`src/rtl/i4004_bus_master.sv`:
```
// 4004-style bus initiator: sequences PRE/A1..X3 phases on a split 4-bit bus,
// drives address/SYNC/CM_ROM, captures the fetched byte and RDR nibble.
module i4004_bus_master #(
  parameter int CLK_DIV = 4
) (
  input  logic        CLK,
  input  logic        RESET,
  input  logic        req,
  input  logic [1:0]  op,
  input  logic [11:0] addr,
  input  logic [7:0]  xdata,
  output logic        busy,
  output logic        done,
  output logic [7:0]  rdata,
  output logic [3:0]  io_rdata,
  output logic [3:0]  phase,
  output logic        SYNC,
  output logic        CM_ROM,
  output logic [3:0]  d_out,
  output logic        d_oe,
  input  logic [3:0]  d_in
);

  localparam int CW = (CLK_DIV > 1) ? $clog2(CLK_DIV) : 1;
  localparam logic [CW-1:0] LAST = CW'(CLK_DIV - 1);

  typedef enum logic [3:0] {
    P_IDLE = 4'd0, P_PRE = 4'd1, P_A1 = 4'd2, P_A2 = 4'd3, P_A3 = 4'd4,
    P_M1 = 4'd5, P_M2 = 4'd6, P_X1 = 4'd7, P_X2 = 4'd8, P_X3 = 4'd9
  } phase_t;

  typedef enum logic [1:0] {OP_FETCH = 2'd0, OP_SRC = 2'd1, OP_WRR = 2'd2, OP_RDR = 2'd3} op_t;

  typedef struct packed {
    op_t         op;
    logic [11:0] addr;
    logic [7:0]  xdata;
  } req_t;

  phase_t        ph, nxt_ph;
  logic [CW-1:0] cnt, nxt_cnt;
  req_t          cur, nxt_req;
  logic          ph_end, accept;
  logic          o_sync, o_cm, o_oe;
  logic [3:0]    o_dout;

  assign phase = ph;

  always_comb begin
    ph_end  = (cnt == LAST);
    accept  = req && ((ph == P_IDLE) || ((ph == P_X3) && ph_end));
    nxt_req = accept ? '{op: op_t'(op), addr: addr, xdata: xdata} : cur;
    nxt_cnt = '0;
    nxt_ph  = ph;
    if (ph == P_IDLE) begin
      if (req) nxt_ph = P_PRE;
    end else if (!ph_end) begin
      nxt_cnt = cnt + CW'(1);
    end else if (ph == P_X3) begin
      // Back-to-back requests skip PRE and restart straight at A1.
      nxt_ph = req ? P_A1 : P_IDLE;
    end else begin
      nxt_ph = phase_t'(ph + 4'd1);
    end
  end

  // Bus outputs are decoded for the phase being entered so they register on the boundary.
  always_comb begin
    o_sync = 1'b0;
    o_cm   = 1'b0;
    o_oe   = 1'b0;
    o_dout = 4'h0;
    case (nxt_ph)
      P_PRE: o_sync = 1'b1;
      P_A1: begin o_oe = 1'b1; o_dout = nxt_req.addr[3:0]; end
      P_A2: begin o_oe = 1'b1; o_dout = nxt_req.addr[7:4]; end
      P_A3: begin o_oe = 1'b1; o_dout = nxt_req.addr[11:8]; o_cm = 1'b1; end
      P_M2: o_cm = (nxt_req.op == OP_WRR) || (nxt_req.op == OP_RDR);
      P_X2: begin
        if (nxt_req.op == OP_SRC) begin
          o_oe = 1'b1; o_dout = nxt_req.xdata[7:4]; o_cm = 1'b1;
        end else if (nxt_req.op == OP_WRR) begin
          o_oe = 1'b1; o_dout = nxt_req.xdata[3:0];
        end
      end
      P_X3: begin
        o_sync = 1'b1;
        if (nxt_req.op == OP_SRC) begin
          o_oe = 1'b1; o_dout = nxt_req.xdata[3:0];
        end
      end
      default: ;
    endcase
  end

  always_ff @(posedge CLK) begin
    if (RESET) begin
      ph       <= P_IDLE;
      cnt      <= '0;
      cur      <= '0;
      busy     <= 1'b0;
      done     <= 1'b0;
      rdata    <= 8'h00;
      io_rdata <= 4'h0;
      SYNC     <= 1'b0;
      CM_ROM   <= 1'b0;
      d_out    <= 4'h0;
      d_oe     <= 1'b0;
    end else begin
      ph     <= nxt_ph;
      cnt    <= nxt_cnt;
      cur    <= nxt_req;
      busy   <= (nxt_ph != P_IDLE);
      done   <= (nxt_ph == P_X3) && (nxt_cnt == LAST);
      SYNC   <= o_sync;
      CM_ROM <= o_cm;
      d_oe   <= o_oe;
      d_out  <= o_dout;
      if (ph_end) begin
        case (ph)
          P_M1: rdata[7:4] <= d_in;
          P_M2: rdata[3:0] <= d_in;
          P_X2: if (cur.op == OP_RDR) io_rdata <= d_in;
          default: ;
        endcase
      end
    end
  end

endmodule

```
`config.mk`:
```
export PLATFORM = sky130hd
export DESIGN_NAME = i4004_bus_master
export DESIGN_NICKNAME = d
export VERILOG_FILES = /design/src/rtl/i4004_bus_master.sv
export SDC_FILE = /design/constraint.sdc
export NUM_CORES = 1
export LEC_CHECK = 0
export CORE_MARGIN = 5
export CORE_UTILIZATION = 45
export CTS_CLUSTER_DIAMETER = 50
export CTS_CLUSTER_SIZE = 28
export DETAILED_ROUTE_END_ITERATION = 6
export PLACE_DENSITY = 0.74
export SLEW_MARGIN = 0
export SYNTH_ARGS = -nofsm -noshare
export SYNTH_HDL_FRONTEND = slang
export SYNTH_SLANG_ARGS = --single-unit
```
`constraint.sdc`:
```
create_clock -name CLK -period 3.2 [get_ports CLK]
set_input_delay 0.64 -clock CLK [delete_from_list [all_inputs] [get_ports CLK]]
set_output_delay 0.64 -clock CLK [all_outputs]
set_load 0.05 [all_outputs]
```
## Word level (Yosys, flattened, before mapping)

Index checks and enable logic that the tools add are counted.

- Add/subtract/negate cells: 2
- Equal/unequal tests: 17
- Multiplexer cells: 18
- Reductions and logical operators: 12

Operator list:

| operator | number |
|---|---|
| 4-bit two-way mux | 7 |
| 22-bit two-way mux | 1 |
| 4-bit case mux with 5 select lines | 1 |
| 4-bit by 3-bit == test with 1-bit output (second input constant) | 4 |
| 4-bit == test (second input constant) | 4 |
| 2-bit == test (second input constant) | 5 |
| 4-bit by 2-bit == test with 1-bit output (second input constant) | 2 |
| 2-bit two-way mux | 3 |
| 1-bit case mux with 3 select lines | 2 |
| 4-bit by 1-bit adder with 4-bit output (second input constant) | 1 |
| 4-bit by 1-bit == test with 1-bit output (second input constant) | 1 |
| 4-bit logical NOT | 1 |
| 1-bit two-way mux | 4 |
| 2-bit AND reduction | 2 |
| 4-bit nonzero test | 1 |
| 1-bit logical AND | 3 |
| 3-bit AND reduction | 1 |
| 3-bit OR reduction | 1 |
| 2-bit by 1-bit adder with 2-bit output (second input constant) | 1 |
| 2-bit by 1-bit == test with 1-bit output (second input constant) | 1 |
| 1-bit logical OR | 2 |
| 2-bit OR reduction | 1 |

- Bits in registers: 49
- Input bits: 29
- Output and inout port bits: 25
- Word-level logic and storage cells: 63

## Depth between registers and ports, before layout

Gate-level depths: netlist (run 1).

- Depth in word-level cells: 9
- Gate-level depth with buffers: 15

## Least setup slack after synthesis (run 1)

OpenSTA, ideal clock, no wires.

- Path kind: flip-flop to flip-flop
- Start: register ph[0], in the netlist phase[0]
- End: register d_out[0]
- Arrival time: 3.430 ns
- Required time: 3.075 ns
- Slack: -0.355 ns
- Stages on the path, launching flop included: 15
- Clock period less this slack: 3.555 ns
- Cells stage by stage: dfxtp_1 > ha_1 > buf_2 > nand3_1 > a21oi_1 > buf_4 > buf_2 > mux2i_1 > inv_1 > ha_1 > clkbuf_1 > a221oi_1 > a211o_1 > a21oi_1 > o41a_1

RTL lines:

| what | line | text |
|---|---|---|
| from (decl) | 40 | `phase_t ph, nxt_ph;` |
| from (signal assigned) | 110 | `ph <= nxt_ph;` |
| to (signal assigned) | 118 | `d_out <= o_dout;` |
| to (decl) | 19 | `output logic [3:0] d_out,` |

==> out/metrics.csv, run 1 <==
metric;value;unit
status;complete, no violations;
Vias per Instance;5.210;
core area;5042;µm²
vias in the first global route;1863;
Req. time, crit path;3.39;ns
number of nets in the layout;339;
top_reg_cell synth;dfxtp_1;
Reg2Reg Depth;13;
CP bufs+invs;3;
most common cell after layout, fill and taps aside;clkdlybuf4s50_1;
Worst setup SP type;primary input;
Num CTS Buffers;5;
Syn Area/Cell;9.425;µm²
H-tree level count;2;
Period minus WS final;3.003;ns
Longest Clk Path Bufs;2;
Critical R2R Capture;d_out[3]$_SDFF_PP0_;
I/O Buffers;53;
clock sinks;49;
CP top delay family;compound AO/OA/AOI/OAI gates;
cell depth of the worst hold path;1;
worst min-delay path endpoint;cnt[0]$_SDFF_PP0_;
Worst-Margin Slew;0.7727;ns
CP max stage delay;0.49;ns
DRC violations left;0;
CTS tree;yes;
placed wire-length estimate;3965;µm
Pins Over Slew Limit;0;
Crit path depth;12;
number of antenna violations at the first check in global routing;0;
Placed Area;2952;µm²
Critical R2R Launch;phase[0]$_SDFF_PP0_;
die height;81.78;µm
CTS Hold Bufs;0;
Yosys Warn Count;0;
CTS root buf;clkbuf_8;
Synth Instances;246;
critical path type;in -> reg;
Hold Crit Start;cnt[0]$_SDFF_PP0_;
die area;6688;µm²
final hold violations;0;
worst skew pair latency;0.29;ns
final setup fails;0;
Design Area, Final;3050;µm²
VDD IR max;0.2796;mV
Die Width;81.78;µm
first-pass GRT wire length;8838;µm
I/O pins;54;
sequential-to-total area share from yosys stat;42.31;%
RePlAce Congestion;0.8620;
Final period util;93.85;%
post-synthesis cell type count;51;
Final WS setup;0.1966;ns
Final Core Density;60.50;%
Rel. slew slack;48.37;%
clock slew at reported path FFs;0.09;ns
Post-CTS Resized;0;
DRT Wirelength;5384;µm
commonest non-fill, non-tap cells in the layout;53 x clkdlybuf4s50_1, 46 x dfxtp_1, 38 x nor2_1;
clk_skew;0.004072;ns
Setup Buffers After CTS;0;
power density over cell area;405.0;nW/µm²
WP data arrival;3.19;ns
worst path cell trace;clkdlybuf4s50_1, nand2b_1, a21oi_4, mux2i_1, inv_2, ha_1, nor2b_1, buf_4, a221oi_1, a211o_1, a21oi_1, o31a_1;
max-cap violations;0;
post-route ant nets;0;
drt wl/cell;14.47;µm
highest clock rate;333.0;MHz
worst slack, placed;-0.08145;ns
Inserted Diodes;0;
Starting Density;45.98;%
RSZ-0062 raised after global routing;no;
number of flops mapped to enable cells by yosys;0;
gr ovfl total;0;
total track usage;17.15;%
share of post-route cells with drive strength above 1;10.93;%
synthesis-stage register bit count;49;
internal reg-to-reg setup slack;0.27;ns
Worst Setup SP;req;
via count;1938;
slowest CP cell;clkdlybuf4s50_1;
Crit Path Max Fanout;6;
setup TNS;0;ns
syn_nets;283;
largest net degree at the start of global routing;47;
Mapped Area;2318;µm²
Pleak;1.143;nW
num rows;26;
Synth-to-Final Area Change;31.57;%
crit end category;flip-flop;
DRT iter0 DRCs;148;
Hold WC Path Type;reg -> reg;
drt pass-1 iters;5;
Synth async-reset ratio;0;%
## metrics by stage
step | hold WS [ns] | std cells | total power [mW]
final | 0.4512 | 372 | 1.235
after global routing | 0.4810 | 372 | 1.297
after CTS | 0.4585 | 372 | 1.250
after detailed placement | 0.4457 | 365 | 0.8596
after global placement | 0.4283 | 365 | 0.8553
after floorplan | 0.4192 | 246 | 0.7797
## worst max-delay path by stage
stage	endpoint	slack, ns
floorplan	d_out[0]$_SDFF_PP0_	0.06
global placement	d_out[0]$_SDFF_PP0_	0.04
detailed placement	d_out[3]$_SDFF_PP0_	-0.08
CTS	d_out[3]$_SDFF_PP0_	0.22
global route	d_out[3]$_SDFF_PP0_	0.07
finish	d_out[3]$_SDFF_PP0_	0.20
## synth_stat cells (all sizes together) (3+ instances only)
| library cell | number | area share [%] |
|---|---|---|
| inv | 4 | 0.65 |
| nor2 | 38 | 6.2 |
| nand2 | 15 | 2.4 |
| mux2i | 27 | 12 |
| dfxtp | 49 | 42 |
| nand2b | 3 | 1.1 |
| a211o | 5 | 1.9 |
| a22oi | 3 | 0.97 |
| a21oi | 18 | 4.0 |
| ha | 8 | 4.3 |
| nor3 | 7 | 1.5 |
| a221oi | 3 | 1.1 |
| nand3 | 10 | 2.2 |
| nand3b | 6 | 2.5 |
| or4b | 3 | 1.3 |
| clkbuf | 4 | 0.65 |
| nor4 | 4 | 1.3 |
| buf | 11 | 3.0 |
## layout make-up
cell class                      instances  area [µm²]
Fill cell                             455        1992
Tap cell                               70       87.58
Inverter                                4       15.01
Multi-Input combinational cell        178        1249
Sequential cell                        49       987.2
Timing Repair Buffer                   64       613.1
Clock inverter                          1       5.005
Clock buffer                            6       93.84
## flip-flops by register name (all words and copies together), names as in the netlist
signal	flops
cur	22
rdata	8
d_out	4
io_rdata	4
phase	4
cnt	2
CM_ROM	1
SYNC	1
busy	1
d_oe	1
done	1
## routing by layer
| metal | wire (µm) | track usage (%) | vias up |
|---|---|---|---|
| met3 | 271 | 4.057 | 4 |
| met2 | 2519 | 26.17 | 51 |
| met1 | 2540 | 23.87 | 895 |
| li1 | - | - | 988 |
| met4 | 53 | 5.316 | 0 |
| met5 | 0 | 0 | - |
## power breakdown
group / total, mW / internal, mW / switching, mW
clock network: 0.390 / 0.196 / 0.194
registers: 0.643 / 0.632 / 0.0105
logic: 0.203 / 0.0961 / 0.107
total: 1.24 / 0.924 / 0.311
## kinds of logic after synthesis
kind of cell / synth area share (%)
compound gates: 14.14
xor+xnor: 0.7557
fa+ha+maj: 4.317
buf+inv: 4.317
flops: 42.31
mux: 12.79
simple gates: 21.37
(Power assumes the default switching activity.)
==> run 2, diff against run 1 <==
--- a/config.mk
+++ b/config.mk
@@ -5,12 +5,13 @@
 export SDC_FILE = /design/constraint.sdc
 export NUM_CORES = 1
 export LEC_CHECK = 0
-export CORE_MARGIN = 5
 export CORE_UTILIZATION = 45
+export CTS_BUF_LIST = sky130_fd_sc_hd__clkbuf_8
 export CTS_CLUSTER_DIAMETER = 50
 export CTS_CLUSTER_SIZE = 28
 export DETAILED_ROUTE_END_ITERATION = 6
 export PLACE_DENSITY = 0.74
+export SKIP_LAST_GASP = 1
 export SLEW_MARGIN = 0
 export SYNTH_ARGS = -nofsm -noshare
 export SYNTH_HDL_FRONTEND = slang
==> out/metrics.csv, run 2 (synthesis results as in run 1) <==
metric;value;unit;change
status;complete, no violations;;
Worst setup SP type;primary input;;
DRT iter0 DRCs;138;;-6.8%
die height;73.78;µm;-9.8%
Longest Clk Path Bufs;2;;unchanged
gr ovfl total;0;;unchanged
max reg flops;22;;unchanged
Largest Register;cur;;
Reg2Reg Depth;11;;-2
Hold WC Path Type;reg -> reg;;
Die Width;73.78;µm;-9.8%
CTS tree;yes;;
via count;1955;;+0.88%
DRC violations left;0;;unchanged
grt met1 use;29.61;%;+5.7 points
H-tree level count;2;;unchanged
worst skew pair latency;0.30;ns;about the same
core area;4848;µm²;-3.8%
total track usage;20.53;%;+3.4 points
final hold violations;0;;unchanged
RSZ-0062 raised after global routing;no;;
# fillers;429;;-5.7%
Placed Area;2948;µm²;-0.13%
I/O Buffers;53;;unchanged
Final period util;92.40;%;-1.5 points
first-pass GRT wire length;8493;µm;-3.9%
met3 usage;3.567;%;-0.49 points
critical path type;in -> reg;;
drt pass-1 iters;4;;-1
Worst-Margin Slew;0.8649;ns;+0.09212 ns
crit end category;flip-flop;;
Period minus WS final;2.957;ns;-0.04665 ns
vias in the first global route;1770;;-5.0%
RePlAce Congestion;0.7796;;-9.6%
Pins Over Slew Limit;0;;unchanged
commonest non-fill, non-tap cells in the layout;53 x clkdlybuf4s50_1, 46 x dfxtp_1, 38 x nor2_1;;
die area;5443;µm²;-19%
global routing's busiest layer;met2;;
final setup fails;0;;unchanged
num rows;25;;-3.8%
Inserted Diodes;0;;unchanged
Synth-to-Final Area Change;31.03;%;
share of post-route cells with drive strength above 1;11.22;%;+0.29 points
clock sinks;49;;unchanged
GR Util met2;30.38;%;+4.2 points
Worst Setup SP;req;;
number of nets in the layout;339;;unchanged
Cell Count, Final, Fillers Out;370;;-0.54%
Final WS setup;0.2433;ns;+0.04665 ns
Crit Path Max Fanout;6;;unchanged
Rel. slew slack;42.22;%;-6.2 points
WP data arrival;3.20;ns;about the same
most common cell after layout, fill and taps aside;clkdlybuf4s50_1;;
Num CTS Buffers;5;;unchanged
Design Area, Final;3038;µm²;-0.41%
clk_skew;0.01103;ns;+0.006957 ns
DRT Wirelength;5201;µm;-3.4%
Req. time, crit path;3.45;ns;+0.06 ns
Min Hold Slack;0.4554;ns;+0.004157 ns
Vias per Instance;5.284;;+1.4%
highest clock rate;338.2;MHz;+1.6%
CTS root buf;clkbuf_8;;
drt wl/cell;14.06;µm;-2.9%
Pleak;1.135;nW;-0.66%
worst slack, placed;-0.08032;ns;+0.001137 ns
clock slew at reported path FFs;0.10;ns;about the same
placed wire-length estimate;3770;µm;-4.9%
biggest regs;cur (22), rdata (8);;
I/O pins;54;;unchanged
max-cap violations;0;;unchanged
post-route ant nets;0;;unchanged
largest net degree at the start of global routing;47;;unchanged
Starting Density;47.82;%;+1.8 points
power density over cell area;399.6;nW/µm²;-1.3%
CTS Hold Bufs;0;;unchanged
Setup Buffers After CTS;0;;unchanged
Critical R2R Capture;d_out[2]$_SDFF_PP0_;;
VDD IR max;0.2691;mV;-3.8%
internal reg-to-reg setup slack;0.31;ns;+0.04 ns
CP endpoint;d_out[2]$_SDFF_PP0_;;
Post-CTS Resized;0;;unchanged
Critical R2R Launch;phase[0]$_SDFF_PP0_;;
dpl cells;362;;-0.82%
Power Total;1.214;mW;-1.7%
number of antenna violations at the first check in global routing;0;;unchanged
## run 2: worst min path at each step
stage | endpoint | depth (start not counted) | slack (ns) | startpoint
after floorplan | cnt[0]$_SDFF_PP0_ | 1 | 0.42 | cnt[0]$_SDFF_PP0_
after global placement | cnt[0]$_SDFF_PP0_ | 1 | 0.44 | cnt[0]$_SDFF_PP0_
after detailed placement | cnt[0]$_SDFF_PP0_ | 1 | 0.44 | cnt[0]$_SDFF_PP0_
after CTS | cnt[0]$_SDFF_PP0_ | 1 | 0.46 | cnt[0]$_SDFF_PP0_
after global routing | cnt[0]$_SDFF_PP0_ | 1 | 0.48 | cnt[0]$_SDFF_PP0_
final | cnt[0]$_SDFF_PP0_ | 1 | 0.46 | cnt[0]$_SDFF_PP0_
## run 2: area by class of cell
| cell class | count | area, µm² | area share, % |
|---|---|---|---|
| clock buffer | 5 | 68.82 | 2.265 |
| clock inverter | 3 | 21.27 | 0.7002 |
| inverter | 4 | 15.01 | 0.4942 |
| multi-input combinational | 178 | 1249 | 41.10 |
| sequential | 49 | 987.2 | 32.50 |
| tap | 67 | 83.83 | 2.759 |
| timing repair buffer | 64 | 613.1 | 20.18 |
## run 2: critical path, cell delays in order
cell and delay (ns):
clkdlybuf4s50_1 0.49, nand2b_1 0.10, a21oi_4 0.19, mux2i_1 0.25, inv_1 0.10, ha_1 0.24, nor2b_1 0.31, or4b_1 0.47
a31oi_1 0.28, a211o_1 0.14
## run 2: metrics by stage
stage / TNS [ns] / util [%]
global placement: 0 / 60.80
global route: 0 / 62.66
CTS: 0 / 62.66
finish: 0 / 62.66
detailed placement: -0.1965 / 60.80
floorplan: 0 / -
## run 2: power by group
group          total, mW  internal, mW  switching [mW]
clock              0.371         0.155           0.216
combinational      0.200        0.0942           0.105
sequential         0.643         0.632          0.0108
total               1.21         0.882           0.332
## run 2: layer usage
layer / vias to the layer above / wire length [µm]
met5: - / 0
li1: 992 / -
met2: 45 / 2318
met3: 5 / 226
met1: 913 / 2594
met4: 0 / 61
